==> src/rtl/crc_frame_sequencer.sv <==
// -----------------------------------------------------------------------------
// crc_frame_sequencer
//
// Buffers one frame of bytes and then drives the serial 16-bit CRC engine
// (CRC_CALC) for that frame in a single contiguous burst: engine reset, the
// data bits MSB first, 16 zero augmentation bits and 16 read-mode cycles. The
// serial CRC_OUT stream is reassembled into a 16-bit RESULT. The engine has
// no enable and shifts on every clock, which is why the whole frame is
// buffered before any engine traffic starts.
//
// Ports:
//   CLK            system clock, rising edge
//   RESET_N        synchronous active-low reset
//   START, LEN     frame start pulse and length in bytes (sampled in IDLE)
//   IN_DATA/IN_VALID/IN_READY   byte input handshake
//   ABORT          cancel the current frame (ignored in IDLE)
//   BUSY           high in every state except IDLE
//   RESULT         last CRC result, held until the next frame completes
//   RESULT_VALID   1-cycle pulse when RESULT is updated
//   LEN_ERR        1-cycle pulse when START requested LEN > MAX_BYTES
//   CRC_RST_N, CRC_DATA, CRC_READ_MODE   engine controls
//   CRC_OUT_IN     engine CRC_OUT (registered in the engine, 1-cycle lag)
// -----------------------------------------------------------------------------
module crc_frame_sequencer #(
  parameter int MAX_BYTES = 16
) (
  input  logic        CLK,
  input  logic        RESET_N,
  input  logic        START,
  input  logic [7:0]  LEN,
  input  logic [7:0]  IN_DATA,
  input  logic        IN_VALID,
  output logic        IN_READY,
  input  logic        ABORT,
  output logic        BUSY,
  output logic [15:0] RESULT,
  output logic        RESULT_VALID,
  output logic        LEN_ERR,
  output logic        CRC_RST_N,
  output logic        CRC_DATA,
  output logic        CRC_READ_MODE,
  input  logic        CRC_OUT_IN
);

  localparam int         IDX_W   = (MAX_BYTES > 1) ? $clog2(MAX_BYTES) : 1;
  localparam logic [7:0] MAX_LEN = 8'(MAX_BYTES);

  typedef enum logic [2:0] {
    S_IDLE,
    S_FILL,
    S_CLEAR,
    S_DATA,
    S_PAD,
    S_READ,
    S_FLUSH,
    S_DONE
  } state_t;

  state_t      state;
  state_t      state_nxt;
  logic [7:0]  len_q;
  logic [7:0]  byte_idx;
  logic [4:0]  bit_cnt;
  // Only 15 bits are kept: the 16th CRC bit arrives during FLUSH and goes
  // straight into RESULT together with these.
  logic [14:0] shift_q;
  logic [7:0]  buffer [MAX_BYTES];

  logic        start_idle;
  logic        len_too_big;
  logic        abort_act;
  logic        last_byte;
  logic        fill_last;
  logic        seq_end;
  logic [2:0]  bit_sel;
  logic [7:0]  cur_byte;

  assign start_idle  = START && (state == S_IDLE);
  assign len_too_big = LEN > MAX_LEN;
  assign abort_act   = ABORT && (state != S_IDLE);
  assign last_byte   = byte_idx == (len_q - 8'd1);
  assign fill_last   = (state == S_FILL) && IN_VALID && last_byte;
  assign seq_end     = bit_cnt == 5'd15;
  assign bit_sel     = 3'd7 - bit_cnt[2:0];
  assign cur_byte    = buffer[byte_idx[IDX_W-1:0]];

  // ---------------------------------------------------------------------------
  // State register
  // ---------------------------------------------------------------------------
  // NOTE: clocked state is always updated with non-blocking assignments so
  // every flop samples the pre-edge value of every other flop.
  always_ff @(posedge CLK) begin
    if (!RESET_N) state <= S_IDLE;
    else          state <= state_nxt;
  end

  // ---------------------------------------------------------------------------
  // Next-state logic
  // ---------------------------------------------------------------------------
  always_comb begin
    state_nxt = state;
    case (state)
      S_IDLE: begin
        if (START && !len_too_big) state_nxt = (LEN == 8'd0) ? S_CLEAR : S_FILL;
      end
      S_FILL:  if (fill_last) state_nxt = S_CLEAR;
      // An empty frame skips the data phase and goes straight to padding.
      S_CLEAR: state_nxt = (len_q == 8'd0) ? S_PAD : S_DATA;
      S_DATA:  if (bit_cnt == 5'd7 && last_byte) state_nxt = S_PAD;
      S_PAD:   if (seq_end) state_nxt = S_READ;
      S_READ:  if (seq_end) state_nxt = S_FLUSH;
      S_FLUSH: state_nxt = S_DONE;
      S_DONE:  state_nxt = S_IDLE;
      default: state_nxt = S_IDLE;
    endcase
    // ABORT overrides everything, including the final FILL handshake.
    if (abort_act) state_nxt = S_IDLE;
  end

  // ---------------------------------------------------------------------------
  // Counters, length latch, CRC capture
  // ---------------------------------------------------------------------------
  always_ff @(posedge CLK) begin
    if (!RESET_N) begin
      len_q    <= '0;
      byte_idx <= '0;
      bit_cnt  <= '0;
      shift_q  <= '0;
      RESULT   <= '0;
      LEN_ERR  <= 1'b0;
    end else begin
      LEN_ERR <= start_idle && len_too_big;
      if (abort_act) begin
        byte_idx <= '0;
        bit_cnt  <= '0;
      end else begin
        case (state)
          S_IDLE: begin
            byte_idx <= '0;
            bit_cnt  <= '0;
            if (start_idle && !len_too_big) len_q <= LEN;
          end
          S_FILL: if (IN_VALID) byte_idx <= byte_idx + 8'd1;
          S_CLEAR: begin
            byte_idx <= '0;
            bit_cnt  <= '0;
          end
          S_DATA: begin
            if (bit_cnt == 5'd7) begin
              bit_cnt  <= '0;
              byte_idx <= byte_idx + 8'd1;
            end else begin
              bit_cnt  <= bit_cnt + 5'd1;
            end
          end
          S_PAD: bit_cnt <= seq_end ? 5'd0 : bit_cnt + 5'd1;
          S_READ: begin
            bit_cnt <= seq_end ? 5'd0 : bit_cnt + 5'd1;
            // The engine output lags READ_MODE by one cycle, so read cycle 0
            // carries no CRC bit yet.
            if (bit_cnt != 5'd0) shift_q <= {shift_q[13:0], CRC_OUT_IN};
          end
          S_FLUSH: begin
            shift_q <= {shift_q[13:0], CRC_OUT_IN};
            RESULT  <= {shift_q, CRC_OUT_IN};
            bit_cnt <= '0;
          end
          S_DONE: begin
            byte_idx <= '0;
            bit_cnt  <= '0;
          end
          default: begin
            byte_idx <= '0;
            bit_cnt  <= '0;
          end
        endcase
      end
    end
  end

  // ---------------------------------------------------------------------------
  // Frame buffer
  // ---------------------------------------------------------------------------
  // NOTE: the buffer is deliberately not reset; every location read in DATA
  // was written in FILL of the same frame, so stale contents are never used.
  always_ff @(posedge CLK) begin
    if (state == S_FILL && IN_VALID) buffer[byte_idx[IDX_W-1:0]] <= IN_DATA;
  end

  // ---------------------------------------------------------------------------
  // Outputs (decoded from the state register)
  // ---------------------------------------------------------------------------
  // NOTE: every output gets a default before the case so no path can leave
  // one unassigned and infer a latch.
  always_comb begin
    IN_READY      = 1'b0;
    BUSY          = 1'b1;
    RESULT_VALID  = 1'b0;
    CRC_RST_N     = 1'b0;
    CRC_DATA      = 1'b0;
    CRC_READ_MODE = 1'b0;
    case (state)
      S_IDLE: BUSY = 1'b0;
      S_FILL: IN_READY = 1'b1;
      S_DATA: begin
        CRC_RST_N = 1'b1;
        CRC_DATA  = cur_byte[bit_sel];
      end
      S_PAD:  CRC_RST_N = 1'b1;
      S_READ: begin
        CRC_RST_N     = 1'b1;
        CRC_READ_MODE = 1'b1;
      end
      S_DONE: RESULT_VALID = 1'b1;
      default: ;
    endcase
  end

endmodule

==> config.mk <==
export PLATFORM = sky130hd
export DESIGN_NAME = crc_frame_sequencer
export DESIGN_NICKNAME = d
export VERILOG_FILES = /design/src/rtl/crc_frame_sequencer.sv
export SDC_FILE = /design/constraint.sdc
export NUM_CORES = 1
export LEC_CHECK = 0
export ABC_AREA = 1
export BUFFER_PORTS_ARGS = -buffer_cell sky130_fd_sc_hd__buf_2
export CAP_MARGIN = 20
export CORE_MARGIN = 4
export CORE_UTILIZATION = 38
export CTS_CLUSTER_SIZE = 28
export DETAILED_ROUTE_END_ITERATION = 8
export PLACE_DENSITY_LB_ADDON = 0.15
export SLEW_MARGIN = 20
export SYNTH_ARGS = -nofsm -noshare
export SYNTH_HDL_FRONTEND = slang
export SYNTH_SLANG_ARGS = --single-unit
==> constraint.sdc <==
create_clock -name CLK -period 4.1 [get_ports CLK]
set_input_delay 0.205 -clock CLK [delete_from_list [all_inputs] [get_ports CLK]]
set_output_delay 0.205 -clock CLK [all_outputs]
set_load 0.02 [all_outputs]
== Yosys cells after proc, flatten, opt, wreduce, memory -nomap -nowiden ==
Memories as Yosys holds them, arrays and structs flattened. A register that Yosys moved wholly into a read port is not among the register bits.
Index checks and enable logic that the tools add are counted.

* Logic and storage cells: 89
* RAM bits: 128
* Input port bits: 22
* Memories kept: 1
* Output and inout bits: 23
* Register bits: 56

* Bitwise gates (word level): 2
* Equality and inequality tests: 18
* Mux-type cells: 28
* Reduce and logical (&&, ||, !) cells: 27
* $add $sub $neg: 4
* Magnitude comparators: 2

{| class="wikitable"
|+ Memory list
! name !! depth !! width !! rd ports !! clocked after memory_dff !! wr ports !! RTL line !! RTL
|-
| buffer || 16 || 8 || 1 || 1 || 1 || 67 || <nowiki>logic [7:0] buffer [MAX_BYTES];</nowiki>
|}

{| class="wikitable"
|+ Operators by type and width
! cell !! count
|-
| $pmux 15 s2 || 1
|-
| $pmux 3 s8 || 1
|-
| $pmux 8 s3 || 1
|-
| $mux 3 || 6
|-
| $logic_not 8->1 || 2
|-
| $mux 8 || 2
|-
| $mux 15 || 1
|-
| $pmux 5 s3 || 1
|-
| $ne 2x2->1 const B || 7
|-
| $eq 3x3->1 const B || 4
|-
| $mux 5 || 2
|-
| $mux 1 || 9
|-
| $reduce_and 3->1 || 3
|-
| $reduce_bool 3->1 || 3
|-
| $add 8x1->8 const B || 1
|-
| $eq 8x8->1 || 1
|-
| $gt 8x5->1 const B || 1
|-
| $logic_and 1x1->1 || 8
|-
| $mux 4 || 2
|-
| $sub 8x1->8 const B || 1
|-
| $eq 3x2->1 const B || 2
|-
| $reduce_or 3->1 || 2
|-
| $add 5x1->5 const B || 1
|-
| $eq 5x3->1 const B || 1
|-
| other kinds (16) || 18
|}

== Longest topological paths before layout ==
Gate-level depths: netlist of run 1.

* Depth after elaboration: 6
* Gate-level depth with buffers: 14
* Mapped depth without buffers: 14

== Worst setup path after synthesis of run 1 ==
OpenSTA, ideal clock, no wires.

* Path type: register -> register
* From: reg state[0]
* To: mem buffer[0][0] (enable)
* Setup slack: 2365 ps
* Stages on the path, launching flop included: 7
* Library setup time: 370 ps
* Arrival time: 1365 ps
* Period minus slack after synthesis: 1735 ps
* Data required time: 3730 ps
* Path through: dfxtp_1 -> inv_2 -> nor2_4 -> nand2_2 -> nor2_1 -> nand2_1 -> nor2_1

* Word-level cells in the longest chain between the ends: 4

{| class="wikitable"
|+ RTL lines
! element !! RTL line !! RTL
|-
| start: declaration || 59 || <nowiki>state_t state;</nowiki>
|-
| start signal: assignment || 94 || <nowiki>else state <= state_nxt;</nowiki>
|-
| $eq 3x1->1 || 187 || <nowiki>if (state == S_FILL && IN_VALID) buffer[byte_idx[IDX_W-1:0]] <= IN_DATA;</nowiki>
|-
| $logic_and 1x1->1 || 187 ||
|-
| $mux 1 || 187 ||
|-
| $mux 1 (not written as such) || 187 ||
|-
| end: declaration || 67 ||
|}

Every way passes these cells.

==> results of run 1 <==
## metal layers
| layer | up-vias | wire, um | global-route usage |
|---|---|---|---|
| li1 | 2958 | - | - |
| met1 | 2677 | 9120 | 0.227 |
| met2 | 94 | 8920 | 0.260 |
| met3 | 12 | 641 | 0.0311 |
| met4 | 0 | 227 | 0.0521 |
| met5 | - | 0 | 0 |
## synthesized netlist by cell type (all sizes together) (5+ instances only)
master,instances,share of area
a211oi,6,0.0055
a21oi,14,0.0090
buf,26,0.018
clkbuf,9,0.0043
dfxtp,60,0.15
edfxtp,128,0.47
ha,10,0.015
inv,75,0.034
nand2,191,0.089
nand3,95,0.058
nand4,5,0.0038
nor2,163,0.077
nor3,10,0.0080
o21ai,62,0.039
xnor2,5,0.0054
## worst paths after layout
kind                            startpoint             to  slack (ps)  cells after the start
worst max register to register    state[0]  buffer[15][3]        1650                      6
worst min-delay path            CRC_OUT_IN     shift_q[0]          20                      3
worst max-delay path                  flop       CRC_DATA        1100                     11
worst min register to register    len_q[5]       len_q[5]         500                      2
## worst max-delay path: stages, from the launching register on
cell	delay, ps
dfxtp_1	320
inv_1	430
buf_4	410
o21ai_0	140
o22ai_1	180
nor2_1	70
nor2_1	170
nor2_1	80
nor2_1	110
nor2_1	50
nor2_1	190
buf_2	210
## area by class of cell
type / instances / area, um^2 / area share
repair buffers: 48 / 250 / 0.0275
well taps: 275 / 344 / 0.0378
inverters: 76 / 287 / 0.0315
flip-flops and latches: 188 / 5050 / 0.555
clock inverters: 14 / 95.1 / 0.0105
clock buffers: 18 / 429 / 0.0472
multi-input cells: 575 / 2650 / 0.291
## logic make-up (layout without fill, tap and decap cells)
family | count (synthesis) | after routing
XOR/XNOR | 9 | 9
buffers and inverters | 111 | 156
flip-flops | 188 | 188
AO/OA/AOI/OAI | 89 | 89
AND/OR/NAND/NOR | 467 | 467
adder cells (fa/ha/maj) | 10 | 10
## registers in the layout (all words and copies together), names as in the netlist, named ones only
| name | count |
|---|---|
| RESULT | 16 |
| state | 3 |
| buffer | 128 |
| len_q | 8 |
| byte_idx | 8 |
| shift_q | 15 |
| bit_cnt | 5 |
| LEN_ERR | 1 |
## power by group
group | internal (mW) | total (mW) | switching (mW)
Sequential | 2.07 | 2.11 | 0.0434
Clock | 0.775 | 1.49 | 0.717
Combinational | 0.221 | 0.765 | 0.544
Total | 3.06 | 4.37 | 1.30
==> flow_metrics.tcl, run 1 <==
set metrics [dict create \
    areaGrowthSynthToFinish_pct 11.5 \
    cts_setup_buffers 0 \
    synth_cell_types 38 \
    layout_commonest_cell "nand2_1" \
    cts.sink_count 188 \
    fin_hold_ws_ps 23.9 \
    initial_core_util 0.387 \
    critPathKind "reg -> out" \
    yosysWarnings 0 \
    grt_setup_unrepaired "false" \
    setup_viol 0 \
    min_path_type "in -> reg" \
    min_period_ps 3000 \
    critPathCaptureType "primary output" \
    p_leak_nw 3.70 \
    cts.htree.levels 4 \
    antenna_found_initial 0 \
    coreArea_um2 21100 \
    drc 0 \
    cts_buffers 17 \
    dpl_worst_slack_ps 1490 \
    fin_setup_tns_ps 0 \
    final_cell_mix "nand2_1 (189), nor2_1 (158), edfxtp_1 (128), nand3_1 (95), inv_1 (64)" \
    critPathLaunchType "flop" \
    grt_usage 0.164 \
    syn_area_per_cell_um2 9.34 \
    final_layout_size_suffix_gt1_frac 0.109 \
    relSlewSlack 0.350 \
    finalCritPeriodShare 0.732 \
    overflow 0 \
    num_io_pins 45 \
    hold_viol 0 \
    cts_hold_buf 0 \
    dp_cells 1162 \
    synth_edf_count 128 \
    cts_tree "done" \
    max-cap-violations 0 \
    report.final.slew_viol_count 0 \
    cts_buffer_depth 2 \
    nFillCells 2077 \
    postSynth.asyncResetShare 0 \
    port-buffer-count 44 \
    stdcell_count 1194 \
    power_density_nw_per_um2 480 \
    max_freq_mhz 333 \
    fp.dieH_um 155 \
    synth_top_family_by_area "simple AND/OR/NAND/NOR gates" \
    num_rows 53 \
    postCtsResizedCells 0 \
    final_core_util 0.431 \
    critPathMaxFanout 21 \
    clk_pin_slew_ps 70 \
    grt_pass1_wl_um 30900 \
    antenna_cells 0 \
    crit_required_ps 3890 \
    synthFlopType "edfxtp_1" \
    dieArea_um2 23900 \
    synth_fa_ha_area_frac 0.0153 \
    antenna_left 0 \
    max-vdd-ir-drop_uv 326 \
    drt_iter0_drc 345 \
    grt_max_degree 66 \
    synth_area_um2 8160 \
    synth_mux_area_frac 0 \
    tightest_slew_ps 971 \
    post_drt_wl_per_cell_um 15.8 \
    place_area_um2 8570 \
    synth_simple_gate_area_frac 0.239 \
    gp_congestion 0.808 \
    vias 5741 \
    vias_per_cell 4.81 \
    synth-compound-area-share 0.0607 \
    syn_nets 906 \
    dp.final_hpwl_um 12200 \
    grt_pass1_vias 5760 \
    synth_seq_area_share 0.618 \
    skew_ps 13.2 \
    p_total_mw 4.37 \
    final_nets 938 \
    outcome "completed" \
    syn_inst 874 \
    die_x_um 155 \
    final.setup.worst_slack_ps 1100 \
    cts_root_buf "clkbuf_16" \
    cp_data_arrival_time_ps 2800 \
    drt_pass1_iterations 5 \
    drt-total-wl_um 18900 \
    insertion_delay_ps 430 \
    final_area_um2 9100 \
    synth_xor_area_frac 0.00966 \
    yosys_register_bits 188 \
]
(Power assumes the default switching activity.)
==> run 2: changes to the inputs <==
==> constraint.sdc (replaced) <==
create_clock -name CLK -period 2.95 [get_ports CLK]
set_input_delay 0.1475 -clock CLK [delete_from_list [all_inputs] [get_ports CLK]]
set_output_delay 0.1475 -clock CLK [all_outputs]
set_load 0.02 [all_outputs]
==> run 2 against run 1 <==
Against the previous run:
- clock skew down 2.5 ps
- combinational power up 42%
- power up 39%
- clock power up 38%
- sequential cell count unchanged
- sequential share of layout area down 0.90 points
- critical path type unchanged
- highest routed layer is now met5
==> flow_metrics.tcl, run 2 (synthesis results as in run 1) <==
set metrics [dict create \
    p_int_mw 4.28 \
    hold_viol 0 \
    final_layout_size_suffix_gt1_frac 0.125 \
    overflow 0 \
    cp_data_arrival_time_ps 2540 \
    fp.dieH_um 155 \
    grt_max_degree 66 \
    grt_setup_unrepaired "false" \
    skew_ps 10.7 \
    cts.htree.levels 4 \
    min_period_ps 2690 \
    die_x_um 155 \
    setup_viol 0 \
    dp.final_hpwl_um 13200 \
    drt-total-wl_um 20000 \
    coreArea_um2 21100 \
    switchingPower_mw 1.81 \
    report.final.slew_viol_count 0 \
    num_io_pins 45 \
    cts_buffers 17 \
    gp_congestion 0.833 \
    crit_required_ps 2800 \
    stdcell_count 1211 \
    cts_tree "done" \
    p_leak_nw 3.79 \
    finalCritPeriodShare 0.910 \
    relSlewSlack 0.432 \
    cts_setup_buffers 0 \
    final.setup.worst_slack_ps 264 \
    final_cell_mix "nand2_1 (189), nor2_1 (158), edfxtp_1 (128), nand3_1 (95), inv_1 (64)" \
    antenna_left 0 \
    critPathMaxFanout 29 \
    critPathCaptureType "primary output" \
    max_freq_mhz 372 \
    post_drt_wl_per_cell_um 16.6 \
    tightest_slew_ps 848 \
    dieArea_um2 23900 \
    num_rows 53 \
    vias 5933 \
    layout_commonest_cell "nand2_1" \
    fin_setup_tns_ps 0 \
    initial_core_util 0.387 \
    p_comb_frac 0.178 \
    cts_buffer_depth 2 \
    vias_per_cell 4.90 \
    grt_usage 0.172 \
    outcome "completed" \
    dpl_worst_slack_ps 537 \
    cts.sink_count 188 \
    critPathKind "reg -> out" \
    clk_pin_slew_ps 60 \
    max-vdd-ir-drop_uv 390 \
    max-cap-violations 0 \
    drt_pass1_iterations 5 \
    port-buffer-count 44 \
    insertion_delay_ps 430 \
    cts_root_buf "clkbuf_16" \
    dp_cells 1177 \
    largest_reg_flops 128 \
    antenna_cells 0 \
    areaGrowthSynthToFinish_pct 13.3 \
    grt_pass1_vias 5840 \
    p_seq_frac 0.483 \
    nFillCells 2071 \
    antenna_found_initial 1 \
    grt_pass1_wl_um 32500 \
    drt_iter0_drc 381 \
    drc 0 \
    final_nets 955 \
    min_path_type "in -> reg" \
    power_density_nw_per_um2 658 \
    critPathLaunchType "flop" \
    pwr-share-clk 0.339 \
    final_core_util 0.439 \
    p_total_mw 6.08 \
    p_sw_frac 0.297 \
]
==> run 2: changes by cell type in the layout (fill, tap and decap cells not counted), sizes merged <==
cell	delta
buf	+15
clkinv	-3
clkinvlp	+3
dlygate4sd3	+2
==> run 2: layout make-up <==
type	count	area, um^2	area share
Inverter	76	285	0.0308
Tap cell	275	344	0.0372
Timing Repair Buffer	65	399	0.0432
Clock buffer	18	429	0.0464
Sequential cell	188	5050	0.546
Clock inverter	14	97.6	0.0106
Multi-Input combinational cell	575	2650	0.286
==> run 2: worst max-delay path, cell delays in order, from the launching register on <==
cell and delay, ps:
dfxtp_2 330, inv_2 320, buf_12 250, nand2_1 70
nand2_1 60, nand2_1 60, nand3_1 120, nand3_1 110
a21boi_1 170, nor2_1 60, nand2_1 50, nand2_1 40
nor2_1 230, buf_2 230
==> run 2: path summary, 6_finish.rpt <==
path | from | endpoint | slack, ps | cells past startpoint
worst max-delay path | flop | CRC_DATA | 260 | 13
worst min-delay path | LEN[3] | len_q[3] | 20 | 3
worst max register to register | state[0] | buffer[15][2] | 590 | 6
worst min register to register | len_q[7] | len_q[7] | 490 | 2
==> run 2: layer usage <==
layer	vias up	global-route usage	routed length, um
met1	2758	0.242	9660
met2	145	0.268	8990
li1	2992	-	-
met3	36	0.0333	820
met5	-	0	7
met4	2	0.0606	567
==> run 2: metrics by stage <==
| step | instance area, um^2 | hold slack (ps) |
|---|---|---|
| floorplan | 8160 | 246 |
| global placement | 8700 | 395 |
| detailed placement | 8700 | 405 |
| CTS | 9250 | 5.10 |
| global route | 9250 | 26.8 |
| finish | 9250 | 15.2 |
==> run 2: power groups by stage <==
stage          Combinational (mW)  Sequential [mW]  Clock (mW)
2_1_floorplan               0.785             2.98           0
3_3_place_gp                 1.09             2.99           0
3_5_place_dp                 1.08             2.99           0
4_1_cts                      1.09             2.94        2.11
5_1_grt                      1.24             2.94        2.22
6_report                     1.09             2.94        2.06
==> run 2: what timing repair did <==
action,in CTS,in global routing
endpoints found under the setup margin,0,1
gates resized for setup,0,1
hold endpoints to repair,3,0
hold buffers,2,0
==> run 3: changes to the inputs <==
--- a/config.mk
+++ b/config.mk
@@ -5,11 +5,9 @@
 export SDC_FILE = /design/constraint.sdc
 export NUM_CORES = 1
 export LEC_CHECK = 0
-export ABC_AREA = 1
 export BUFFER_PORTS_ARGS = -buffer_cell sky130_fd_sc_hd__buf_2
 export CAP_MARGIN = 20
-export CORE_MARGIN = 4
-export CORE_UTILIZATION = 38
+export CORE_UTILIZATION = 50
 export CTS_CLUSTER_SIZE = 28
 export DETAILED_ROUTE_END_ITERATION = 8
 export PLACE_DENSITY_LB_ADDON = 0.15
==> run 3 against run 2 <==
Against the previous run:
- via count fell by 18%
- sequential share of layout area increased by 0.52 points
- die area decreased by 31%
- routed wire length shrank 19%
- cell area decreased by 0.88%
- synthesized cell count decreased by 34%
- final cell count shrank 29%
- power fell by 2.5%
- critical path type unchanged
- largest cell class unchanged
==> flow_metrics.tcl, run 3 <==
set metrics [dict create \
    post_drt_wl_per_cell_um 18.8 \
    finalCritPeriodShare 0.973 \
    p_total_mw 5.93 \
    synth_area_um2 7960 \
    worstPathCellList "mux4_1, mux2_2, a22o_1, a2111oi_2, nor4_1, a21boi_1, buf_2" \
    coreArea_um2 15400 \
    stdcell_count 865 \
    yosysWarnings 0 \
    cp_data_arrival_time_ps 2720 \
    cts_tree "done" \
    drc 0 \
    cts.sink_count 188 \
    insertion_delay_ps 440 \
    max-vdd-ir-drop_uv 457 \
    cpLargestDelayFamily "multiplexers" \
    yosysMostFrequentCell "edfxtp_1" \
    die_x_um 128 \
    synth.area.top_cells "edfxtp_1 (48%), dfxtp_1 (15%), mux4_2 (7.1%)" \
    gp_congestion 0.811 \
    fin_hold_ws_ps 8.55 \
    cp_num_buf_inv 1 \
    crit_required_ps 2800 \
    dp_cells 825 \
    max_freq_mhz 348 \
    synth_edf_count 128 \
    hold_viol 0 \
    vias 4846 \
    grt_pass1_wl_um 25300 \
    outcome "completed" \
    dieArea_um2 16400 \
    slowest_stage "mux4_1" \
    final_cell_mix "edfxtp_1 (128), dfxtp_1 (58), nand2_1 (57), nor2_1 (45), buf_2 (44)" \
    dpl_worst_slack_ps 421 \
    p_leak_nw 3.24 \
    worst_path_largest_cell_delay_ps 570 \
    synth_seq_area_share 0.634 \
    final_area_um2 9170 \
    clk_pin_slew_ps 70 \
    overflow 0 \
    yosys_register_bits 188 \
    yosysTopAreaCell "edfxtp_1" \
    fp.dieH_um 128 \
    setup_viol 0 \
    port-buffer-count 44 \
    syn_area_per_cell_um2 13.8 \
    report.final.slew_viol_count 0 \
    power_density_nw_per_um2 647 \
    drt-total-wl_um 16300 \
    grt_usage 0.212 \
    critPathLaunchType "flop" \
    layout_commonest_cell "edfxtp_1" \
    place_area_um2 8480 \
    final_core_util 0.596 \
    initial_core_util 0.518 \
    yosysTopAreaCellShare 0.483 \
    antenna_left 0 \
    critPathMaxFanout 5 \
    tightest_slew_ps 705 \
    critPathCaptureType "primary output" \
    grt_max_degree 43 \
    num_io_pins 45 \
    cts_buffers 17 \
    fin_setup_tns_ps 0 \
    num_rows 45 \
    syn_nets 609 \
    areaGrowthSynthToFinish_pct 15.2 \
    relSlewSlack 0.529 \
    cts_buffer_depth 2 \
    largest_reg_flops 128 \
    ys_top_cells_by_count "edfxtp_1 (128), dfxtp_1 (60), nand2_1 (57)" \
    antenna_cells 0 \
    dp.final_hpwl_um 10500 \
    drt_pass1_iterations 5 \
    critPathKind "reg -> out" \
    syn_inst 577 \
    antenna_found_initial 0 \
    final_layout_size_suffix_gt1_frac 0.203 \
    final_nets 673 \
    min_period_ps 2870 \
    cts.htree.levels 4 \
    synth_cell_types 53 \
    min_path_type "in -> reg" \
    grt_setup_unrepaired "false" \
    grt_pass1_vias 4680 \
    max-cap-violations 0 \
    cts_root_buf "clkbuf_16" \
    drt_iter0_drc 314 \
    final.setup.worst_slack_ps 80.4 \
    skew_ps 11.7 \
    vias_per_cell 5.60 \
    postSynth.asyncResetShare 0 \
    synthFlopType "edfxtp_1" \
]
run 3: changes by cell type after synthesis, sizes merged, moves of 6 or more:
cell    change
nand2     -134
nor2      -118
nand3      -81
inv        -62
o21ai      -51
mux2i      +31
mux4       +31
nor2b      +23
a21boi     +17
buf        -10
nor3        +8
and3        +7
xor2        +6
run 3: cell families (layout without fill, tap and decap cells):
logic type | count (synthesis) | after routing | synth area share
buffers and inverters | 42 | 119 | 0.0256
flip-flops | 188 | 188 | 0.634
multiplexers | 64 | 64 | 0.132
adder cells (fa/ha/maj) | 10 | 10 | 0.0157
AO/OA/AOI/OAI | 67 | 67 | 0.0580
AND/OR/NAND/NOR | 189 | 189 | 0.116
XOR/XNOR | 17 | 17 | 0.0187
run 3: tightest hold or removal path, delay by kind of cell:
| kind | cells | cell delay [ps] |
|---|---|---|
| multiplexers | 1 | 70 |
| AND/OR/NAND/NOR | 1 | 90 |
| buffers and inverters | 1 | 100 |
run 3: timing repair:
item                       CTS  global route
setup buffers                0             2
setup endpoints to repair    1             1
hold buffers                 5             0
cloned                       0             1
resized for setup            1             1
hold endpoints to repair     5             0
run 3: final timing paths:
kind,slack (ps),start,depth (start not counted),to
min,9,LEN[4],3,len_q[4]
max,80,flop,7,CRC_DATA
min reg2reg,470,RESULT[4],2,RESULT[4]
max reg2reg,510,len_q[0],9,state[1]
run 3: layer usage:
layer / track usage / wire, um / up-vias
li1: - / - / 2289
met1: 0.281 / 7170 / 2371
met2: 0.342 / 7900 / 160
met3: 0.0509 / 877 / 26
met4: 0.0782 / 337 / 0
met5: 0 / 0 / -
run 3: report_power, final:
group	switching [mW]	leakage, nW	internal, mW
Combinational	0.374	1.32	0.327
Sequential	0.0684	1.64	2.86
Clock	0.970	0.286	1.33
run 3: layout make-up:
type                    instances  area (um^2)
fillers                      1194         6200
flip-flops and latches        188         5050
multi-input cells             347         2710
repair buffers                 74          500
clock buffers                  17          425
well taps                     211          264
clock inverters                15          170
inverters                      13         48.8
